File: src/rtl/regfile_wb_arbiter_pkg.sv
// Purpose : shared types and constants for the register-file writeback arbiter.
// Latency : n/a (declarations only).
// Backpressure: n/a.
package regfile_wb_arbiter_pkg;

    localparam int DEF_DATA_WIDTH   = 32;
    localparam int DEF_ADDR_WIDTH   = 8;
    localparam int DEF_STARVE_LIMIT = 3;

    // Counter width that covers the full 1..15 starve limit range.
    localparam int STARVE_CNT_WIDTH = 4;

    // Architectural zero register index.
    localparam int REG_ZERO = 0;

    localparam logic [15:0] CONFLICT_MAX = 16'hFFFF;

    // Writeback request at the default widths.
    typedef struct packed {
        logic [DEF_ADDR_WIDTH-1:0] addr;
        logic [DEF_DATA_WIDTH-1:0] data;
    } wb_req_t;

endpackage

File: src/rtl/wb_starve_counter.sv
// Purpose : counts consecutive src1 losses under contention; flags when src1 must be forced to win.
// Latency : force_src1 is combinational from the registered count.
// Backpressure: none; updates every cycle.
// Ports   : clk, reset (sync active-low), contend (both sources eligible),
//           src1_win (src1 granted this cycle), force_src1 (count reached limit).
import regfile_wb_arbiter_pkg::*;

module wb_starve_counter #(
    parameter int STARVE_LIMIT = DEF_STARVE_LIMIT
) (
    input  logic clk,
    input  logic reset,
    input  logic contend,
    input  logic src1_win,
    output logic force_src1
);

    localparam logic [STARVE_CNT_WIDTH-1:0] LIMIT = STARVE_CNT_WIDTH'(STARVE_LIMIT);

    logic [STARVE_CNT_WIDTH-1:0] count;

    assign force_src1 = (count == LIMIT);

    // A forced cycle is always a src1 win, so the clear branch covers it and
    // the count never passes LIMIT.
    always_ff @(posedge clk) begin
        if (!reset) begin
            count <= '0;
        end else if (src1_win) begin
            count <= '0;
        end else if (contend && !force_src1) begin
            count <= count + STARVE_CNT_WIDTH'(1);
        end
    end

endmodule

File: src/rtl/regfile_wb_arbiter.sv
// Purpose : arbitrates ALU (src0) and load (src1) writebacks onto the single register-file write port,
//           fixed src0 priority with src1 starvation protection, plus read-stage bypass hits.
// Latency : 1 cycle from grant to write_out; ready is combinational.
// Backpressure: sources see ready=0 when they lose; the register file never stalls.
// Ports   : src0_*/src1_* request handshakes, write_* register-file write port,
//           read_addr*_in / bypass*_out forwarding, conflict_cnt_out + debugen_in debug counter.
import regfile_wb_arbiter_pkg::*;

module regfile_wb_arbiter #(
    parameter int DATA_WIDTH       = DEF_DATA_WIDTH,
    parameter int ADDR_WIDTH       = DEF_ADDR_WIDTH,
    parameter int STARVE_LIMIT     = DEF_STARVE_LIMIT,
    parameter int ZERO_REG_DISCARD = 1
) (
    input  logic                  clk,
    input  logic                  reset,
    input  logic                  src0_valid_in,
    input  logic [ADDR_WIDTH-1:0] src0_addr_in,
    input  logic [DATA_WIDTH-1:0] src0_data_in,
    output logic                  src0_ready_out,
    input  logic                  src1_valid_in,
    input  logic [ADDR_WIDTH-1:0] src1_addr_in,
    input  logic [DATA_WIDTH-1:0] src1_data_in,
    output logic                  src1_ready_out,
    output logic                  write_out,
    output logic [ADDR_WIDTH-1:0] write_addr_out,
    output logic [DATA_WIDTH-1:0] write_data_out,
    input  logic [ADDR_WIDTH-1:0] read_addr0_in,
    input  logic [ADDR_WIDTH-1:0] read_addr1_in,
    output logic                  bypass0_hit_out,
    output logic                  bypass1_hit_out,
    output logic [DATA_WIDTH-1:0] bypass_data_out,
    output logic [15:0]           conflict_cnt_out,
    input  logic                  debugen_in
);

    localparam bit                    DISCARD_ZERO = (ZERO_REG_DISCARD != 0);
    localparam logic [ADDR_WIDTH-1:0] ZERO_ADDR    = ADDR_WIDTH'(REG_ZERO);

    typedef struct packed {
        logic [ADDR_WIDTH-1:0] addr;
        logic [DATA_WIDTH-1:0] data;
    } req_t;

    logic src0_is_zero, src1_is_zero;
    logic src0_discard, src1_discard;
    logic src0_elig, src1_elig;
    logic contend, force_src1;
    logic grant0, grant1;
    req_t win_req;

    assign src0_is_zero = (src0_addr_in == ZERO_ADDR);
    assign src1_is_zero = (src1_addr_in == ZERO_ADDR);

    // Zero-register writes are swallowed at the handshake and never reach
    // arbitration, so they neither contend nor move the starve counter.
    assign src0_discard = DISCARD_ZERO && src0_valid_in && src0_is_zero;
    assign src1_discard = DISCARD_ZERO && src1_valid_in && src1_is_zero;
    assign src0_elig    = src0_valid_in && !(DISCARD_ZERO && src0_is_zero);
    assign src1_elig    = src1_valid_in && !(DISCARD_ZERO && src1_is_zero);
    assign contend      = src0_elig && src1_elig;

    assign grant0 = reset && src0_elig && (!src1_elig || !force_src1);
    assign grant1 = reset && src1_elig && (!src0_elig || force_src1);

    assign src0_ready_out = grant0 || (reset && src0_discard);
    assign src1_ready_out = grant1 || (reset && src1_discard);

    wb_starve_counter #(
        .STARVE_LIMIT (STARVE_LIMIT)
    ) u_starve (
        .clk        (clk),
        .reset      (reset),
        .contend    (contend),
        .src1_win   (grant1),
        .force_src1 (force_src1)
    );

    always_comb begin
        win_req = '{addr: src0_addr_in, data: src0_data_in};
        if (grant1) begin
            win_req = '{addr: src1_addr_in, data: src1_data_in};
        end
    end

    // Address/data hold when idle so the bypass compare stays quiet via write_out.
    always_ff @(posedge clk) begin
        if (!reset) begin
            write_out      <= 1'b0;
            write_addr_out <= '0;
            write_data_out <= '0;
        end else if (grant0 || grant1) begin
            write_out      <= 1'b1;
            write_addr_out <= win_req.addr;
            write_data_out <= win_req.data;
        end else begin
            write_out      <= 1'b0;
        end
    end

    always_ff @(posedge clk) begin
        if (!reset) begin
            conflict_cnt_out <= '0;
        end else if (contend && debugen_in && (conflict_cnt_out != CONFLICT_MAX)) begin
            conflict_cnt_out <= conflict_cnt_out + 16'd1;
        end
    end

    logic write_is_zero;
    assign write_is_zero = DISCARD_ZERO && (write_addr_out == ZERO_ADDR);

    assign bypass0_hit_out = write_out && (read_addr0_in == write_addr_out) && !write_is_zero;
    assign bypass1_hit_out = write_out && (read_addr1_in == write_addr_out) && !write_is_zero;
    assign bypass_data_out = write_data_out;

endmodule

File: config.mk
export PLATFORM = sky130hd
export DESIGN_NAME = regfile_wb_arbiter
export DESIGN_NICKNAME = d
export VERILOG_FILES = /design/src/rtl/regfile_wb_arbiter_pkg.sv /design/src/rtl/wb_starve_counter.sv /design/src/rtl/regfile_wb_arbiter.sv
export SDC_FILE = /design/constraint.sdc
export NUM_CORES = 1
export LEC_CHECK = 0
export BUFFER_PORTS_ARGS = -buffer_cell sky130_fd_sc_hd__buf_2
export CAP_MARGIN = 20
export CORE_AREA = 4 4 94 96
export CTS_BUF_LIST = sky130_fd_sc_hd__clkbuf_4 sky130_fd_sc_hd__clkbuf_8 sky130_fd_sc_hd__clkbuf_16
export DETAILED_ROUTE_END_ITERATION = 10
export DIE_AREA = 0 0 98 100
export PLACE_DENSITY = 0.72
export SLEW_MARGIN = 25
export SYNTH_ARGS = -nofsm -noshare
export SYNTH_HDL_FRONTEND = slang
export SYNTH_SLANG_ARGS = --single-unit
File: constraint.sdc
create_clock -name clk -period 5.3 [get_ports clk]
set_input_delay 0.265 -clock clk [delete_from_list [all_inputs] [get_ports clk]]
set_output_delay 0.265 -clock clk [all_outputs]
set_load 0.03 [all_outputs]
### Yosys cells after proc, flatten, opt, wreduce, memory -nomap -nowiden

Cells that the tools add are included.

* output and inout port bits: 93
* register bits after elaboration: 61
* logic and storage cells: 47
* bits of input ports: 101

* add/sub/neg operators: 2
* bitwise gates (word level): 1
* reduce and logical (&&, ||, !) cells: 33
* equality and inequality tests: 4
* multiplexer cells: 2

Operator list (count)
* 2-to-1 mux 40 bit: 1
* zero test 8 bit: 3
* logical AND 1 bit: 18
* adder 16 x 1 -> 16 bit (second input constant): 1
* equality test 8 bit: 2
* != test 16 bit (second input constant): 1
* zero test 1 bit: 6
* logical OR 1 bit: 5
* adder 4 x 1 -> 4 bit (second input constant): 1
* equality test 4 x 2 -> 1 bit (second input constant): 1
* OR reduction 2 bit: 1
* 2-to-1 mux 1 bit: 1
* NOT 1 bit: 1

### Depth between registers and ports, before layout

* depth in word-level cells: 8
* mapped depth: 8
* gate-level depth less buffers: 6

### Hierarchy

A second synthesis with hierarchy kept.

* cells, all modules: 409
* area, all modules: 3218.1 um^2

Modules (own cells, without submodules)
* regfile_wb_arbiter: seq. area each 1141.1 um^2, instances 1, cells an instance 388, area an instance 3029.2 um^2
* wb_starve_counter: seq. area each 80.1 um^2, instances 1, cells an instance 21, area an instance 188.9 um^2

### Worst setup path before layout

No wires, ideal clock.

* path kind: register to register
* start: reg conflict_cnt_out[0]
* end: reg conflict_cnt_out[14]
* buffers on the path: 0
* stages on the path, launching flop included: 6
* data arrival time: 2.208 ns
* path slack: 2.970 ns
* clock period less this slack: 2.330 ns
* library setup time: 0.122 ns
* data required time: 5.178 ns
* path through: dfxtp_1 ha_1 nand4_1 or4_4 or4b_4 o311a_1

* longest elaborated chain between the ends: 2
* elaborated cells between the ends (all ways): 3
* those cells by class: 1 x add/sub; 1 x eq/ne; 1 x reduce/logical

RTL lines
* start: declaration: line regfile_wb_arbiter.sv:33 `output logic [15:0] conflict_cnt_out,`
* start signal: assignment: line regfile_wb_arbiter.sv:105 `conflict_cnt_out <= conflict_cnt_out + 16'd1;`
* parallel branches: the longest is 2 deep, another holds adder 16 x 1 -> 16 bit

Parallel ways; which one is timed is not known.
A chain may end at the register's enable or synchronous reset.

### Final worst setup path

* start: reg u_starve.count[0]
* end: reg write_data_out[11], in the netlist bypass_data_out[11]

* longest elaborated chain between the ends: 5
* elaborated cells between the ends (all ways): 8
* those cells by class: 1 x eq/ne; 1 x mux; 6 x reduce/logical

RTL lines
* start: declaration: line wb_starve_counter.sv:20 `logic [STARVE_CNT_WIDTH-1:0] count;`
* start signal: assignment: line wb_starve_counter.sv:32 `count <= count + STARVE_CNT_WIDTH'(1);`
* equality test 4 x 2 -> 1 bit *: line wb_starve_counter.sv:22 `assign force_src1 = (count == LIMIT);`
* zero test 1 bit: line regfile_wb_arbiter.sv:63 `assign grant0 = reset && src0_elig && (!src1_elig || !force_src1);`
* logical OR 1 bit: line regfile_wb_arbiter.sv:63
* logical AND 1 bit: line regfile_wb_arbiter.sv:63
* logical OR 1 bit: line regfile_wb_arbiter.sv:92 `end else if (grant0 || grant1) begin`
* end signal: assignment: line regfile_wb_arbiter.sv:95 `write_data_out <= win_req.data;`
* end: declaration: line regfile_wb_arbiter.sv:27 `output logic [DATA_WIDTH-1:0] write_data_out,`

Every way passes the cells marked *; elsewhere a longest branch is shown, timed or not.

==> out/qor.yml <==
timing:
  finalCriticalPeriod_ns: 2.40
  fmax_mhz: 417
  finalMaxSlewViolations: 0
  fin_tns_setup_ns: 0
  slew-limit-headroom: 0.479
  hold_viol_final: 0
  rsz0062_at_grt: "no"
  whs_ns: 0.209
  skew_ns: 0.00740
  worstMarginPinSlew_ns: 0.777
  finalWorstSetupSlack_ns: 2.90
  post-route-period-util: 0.452
  setup_violations: 0
placed_design:
  dp_slack_ns: 2.68
  hpwl_mm: 6.91
  gp_congestion: 0.876
  postPlaceCellArea_um2: 3980
  io_buffers: 193
synth:
  synth_edf_count: 0
  yosys-top-cells-area: "dfxtp_1 (39%), mux2i_1 (14%), o21ai_0 (8.0%)"
  ys_top_cells_by_count: "dfxtp_1 (61), nand2_1 (53), o21ai_0 (50), mux2i_1 (44), buf_4 (33)"
  synth_top_flop_cell: "dfxtp_1"
  synth_seq_cells: 61
  synth_cells: 363
  synth_top_area_share: 0.388
  ys_seq_area_frac: 0.388
  post-synth-top-count-cell: "dfxtp_1"
  syn-cell-area_um2: 3150
  synth_top_cell_by_area: "dfxtp_1"
  syn_nets: 466
  ys_async_sr_fraction: 0
  synthDistinctLibCells: 36
  avgSynthCellArea_um2: 8.67
  yosysWarnings: 0
route:
  drt_iter0_drc: 57
  drt_wl_total_mm: 8.92
  post_drt_wl_per_cell_um: 14.1
  dr_total_vias: 3179
  avgViaCountPerCell: 5.03
  ant_nets: 0
  firstDrtPassIters: 5
  drc: 0
floorplan:
  std_cell_rows: 33
  initial_core_util: 0.391
  die_h_um: 100
  core_area_um2: 8050
  die_area_um2: 9800
  die_x_um: 98
  io_pins: 194
min_path:
  hp-start: "src1_data_in[15]"
  hold_path_class: "primary input to register"
  hold_path_depth: 3
  hold_end: "bypass_data_out[15]"
worst_setup_path:
  critical_path_buf_inv_count: 1
  r2r-start: "u_starve.count[0]"
  r2r-end: "bypass_data_out[11]"
  crit_family: "compound AO/OA/AOI/OAI gates"
  required_ns: 5.47
  worstRegToRegCells: 6
  max_stage_delay_ns: 0.66
  crit_arrival_ns: 2.57
  cp.depth: 6
  startpoint_type: "register"
  crit_type: "register to register"
  r2r_slack_ns: 2.90
  worstPathMaxFanout: 25
  cp-end-kind: "register"
  cp_slowest_cell: "o211ai_4"
  cp_cell_sequence: "ha_1 -> nor3b_1 -> o211ai_4 -> buf_4 -> mux2i_1 -> o21ai_0"
cts:
  clk_latency_ns: 0.33
  htreeDepth: 3
  cts_buffer_depth: 2
  cts-resized-gates: 0
  cts_sinks: 61
  cts_setup_buffers: 0
  path_clk_slew_ns: 0.06
  cts_tree: "built"
  cts_root_buffer: "clkbuf_8"
  hold_buffers: 0
  cts_buffers: 9
power_and_ir_drop:
  power_mw: 1.13
  irDropWorstVdd_uv: 153
  sequentialPowerShare: 0.447
  leakage_nw: 2.15
  swShare: 0.304
  power.density_nw_per_um2: 272
  clkPwrFrac: 0.336
  p_sw_mw: 0.344
  comb_power_share: 0.217
  intPower_mw: 0.788
grt:
  grt_pass1_wl_mm: 14.0
  grt_start_max_net_pins: 41
  grtUsageTotal: 0.174
  grt_pass1_vias: 2927
  antenna_found_initial: 0
  gr-total-overflow: 0
job:
  cap_viol_max_count: 0
run_status:
  status: "finished clean"
finish:
  areaGrowthSynthToFinish_pct: 32.4
  fin_nets: 626
  final_layout_size_suffix_gt1_frac: 0.425
  final_area_um2: 4170
  diodes: 0
-- final cells by class --
class / instances / area [µm²]
Sequential cell: 61 / 1220
Timing Repair Buffer: 197 / 996
Clock buffer: 14 / 180
Fill cell: 797 / 3890
Multi-Input combinational cell: 249 / 1610
Tap cell: 105 / 131
Clock inverter: 1 / 5.00
Inverter: 5 / 18.8
-- per-layer routing --
layer  wire length, µm  track usage  vias to the layer above  part of all wire
met2              4410        0.303                      135              0.50
met3               811       0.0723                        9             0.091
met5                 0            0                        -                 0
met1              3610        0.199                     1470              0.40
li1                  -            -                     1565                 -
met4                79       0.0405                        0            0.0089
-- logic make-up after synthesis --
| logic type | share of synthesized area |
|---|---|
| compound gates | 0.132 |
| xor+xnor | 0.0557 |
| fa+ha+maj | 0.00795 |
| buf+inv | 0.105 |
| flops | 0.388 |
| mux | 0.140 |
| simple gates | 0.171 |
-- cell usage in the layout, fill, tap and decap left out, types with 2 or more instances in the layout --
cell	count
nand2_1	53
buf_4	4
nor3_1	5
nand3_1	5
inv_1	4
xnor2_1	19
clkbuf_4	2
o21bai_1	2
buf_2	193
nor4_1	6
clkbuf_8	12
or3_1	7
nor2_1	10
a21oi_1	11
or4_1	4
or2_2	2
ha_1	2
mux2i_1	44
o21ai_0	49
a21bo_2	2
nand4_1	10
dfxtp_1	61
o31ai_1	3
-- stage by stage --
step / instances / util
final: 632 / 0.517
after global routing: 632 / 0.517
after CTS: 632 / 0.517
after detailed placement: 617 / 0.494
after global placement: 617 / 0.494
after floorplan: 363 / -
-- sequential cells by signal (all words and copies together), names as in the netlist --
| name | flops |
|---|---|
| write_out | 1 |
| u_starve.count | 4 |
| write_addr_out | 8 |
| bypass_data_out | 32 |
| conflict_cnt_out | 16 |
-- tightest hold or removal path: stages --
cell and delay (ns):
buf_2 0.07, mux2i_1 0.05, o21ai_0 0.12
-- power by group through the flow --
stage	Sequential [mW]	Combinational, mW	Clock (mW)
3_3_place_gp	0.514	0.245	0
3_5_place_dp	0.517	0.247	0
4_1_cts	0.506	0.248	0.394
2_1_floorplan	0.559	0.128	0
6_report	0.506	0.246	0.380
5_1_grt	0.510	0.262	0.418
-- how the worst max path moves through the flow --
| stage | endpoint | slack, ns | from |
|---|---|---|---|
| 3_3_place_gp | write_addr_out[3] | 2.70 | src0_addr_in[4] |
| 2_1_floorplan | conflict_cnt_out[14] | 2.97 | conflict_cnt_out[0] |
| 5_1_grt | bypass_data_out[14] | 2.72 | u_starve.count[0] |
| 3_5_place_dp | bypass_data_out[11] | 2.68 | src1_addr_in[4] |
| 6_report | bypass_data_out[11] | 2.90 | u_starve.count[0] |
| 4_1_cts | bypass_data_out[11] | 2.89 | u_starve.count[0] |
No activity file was read; power rests on OpenSTA's default activity.
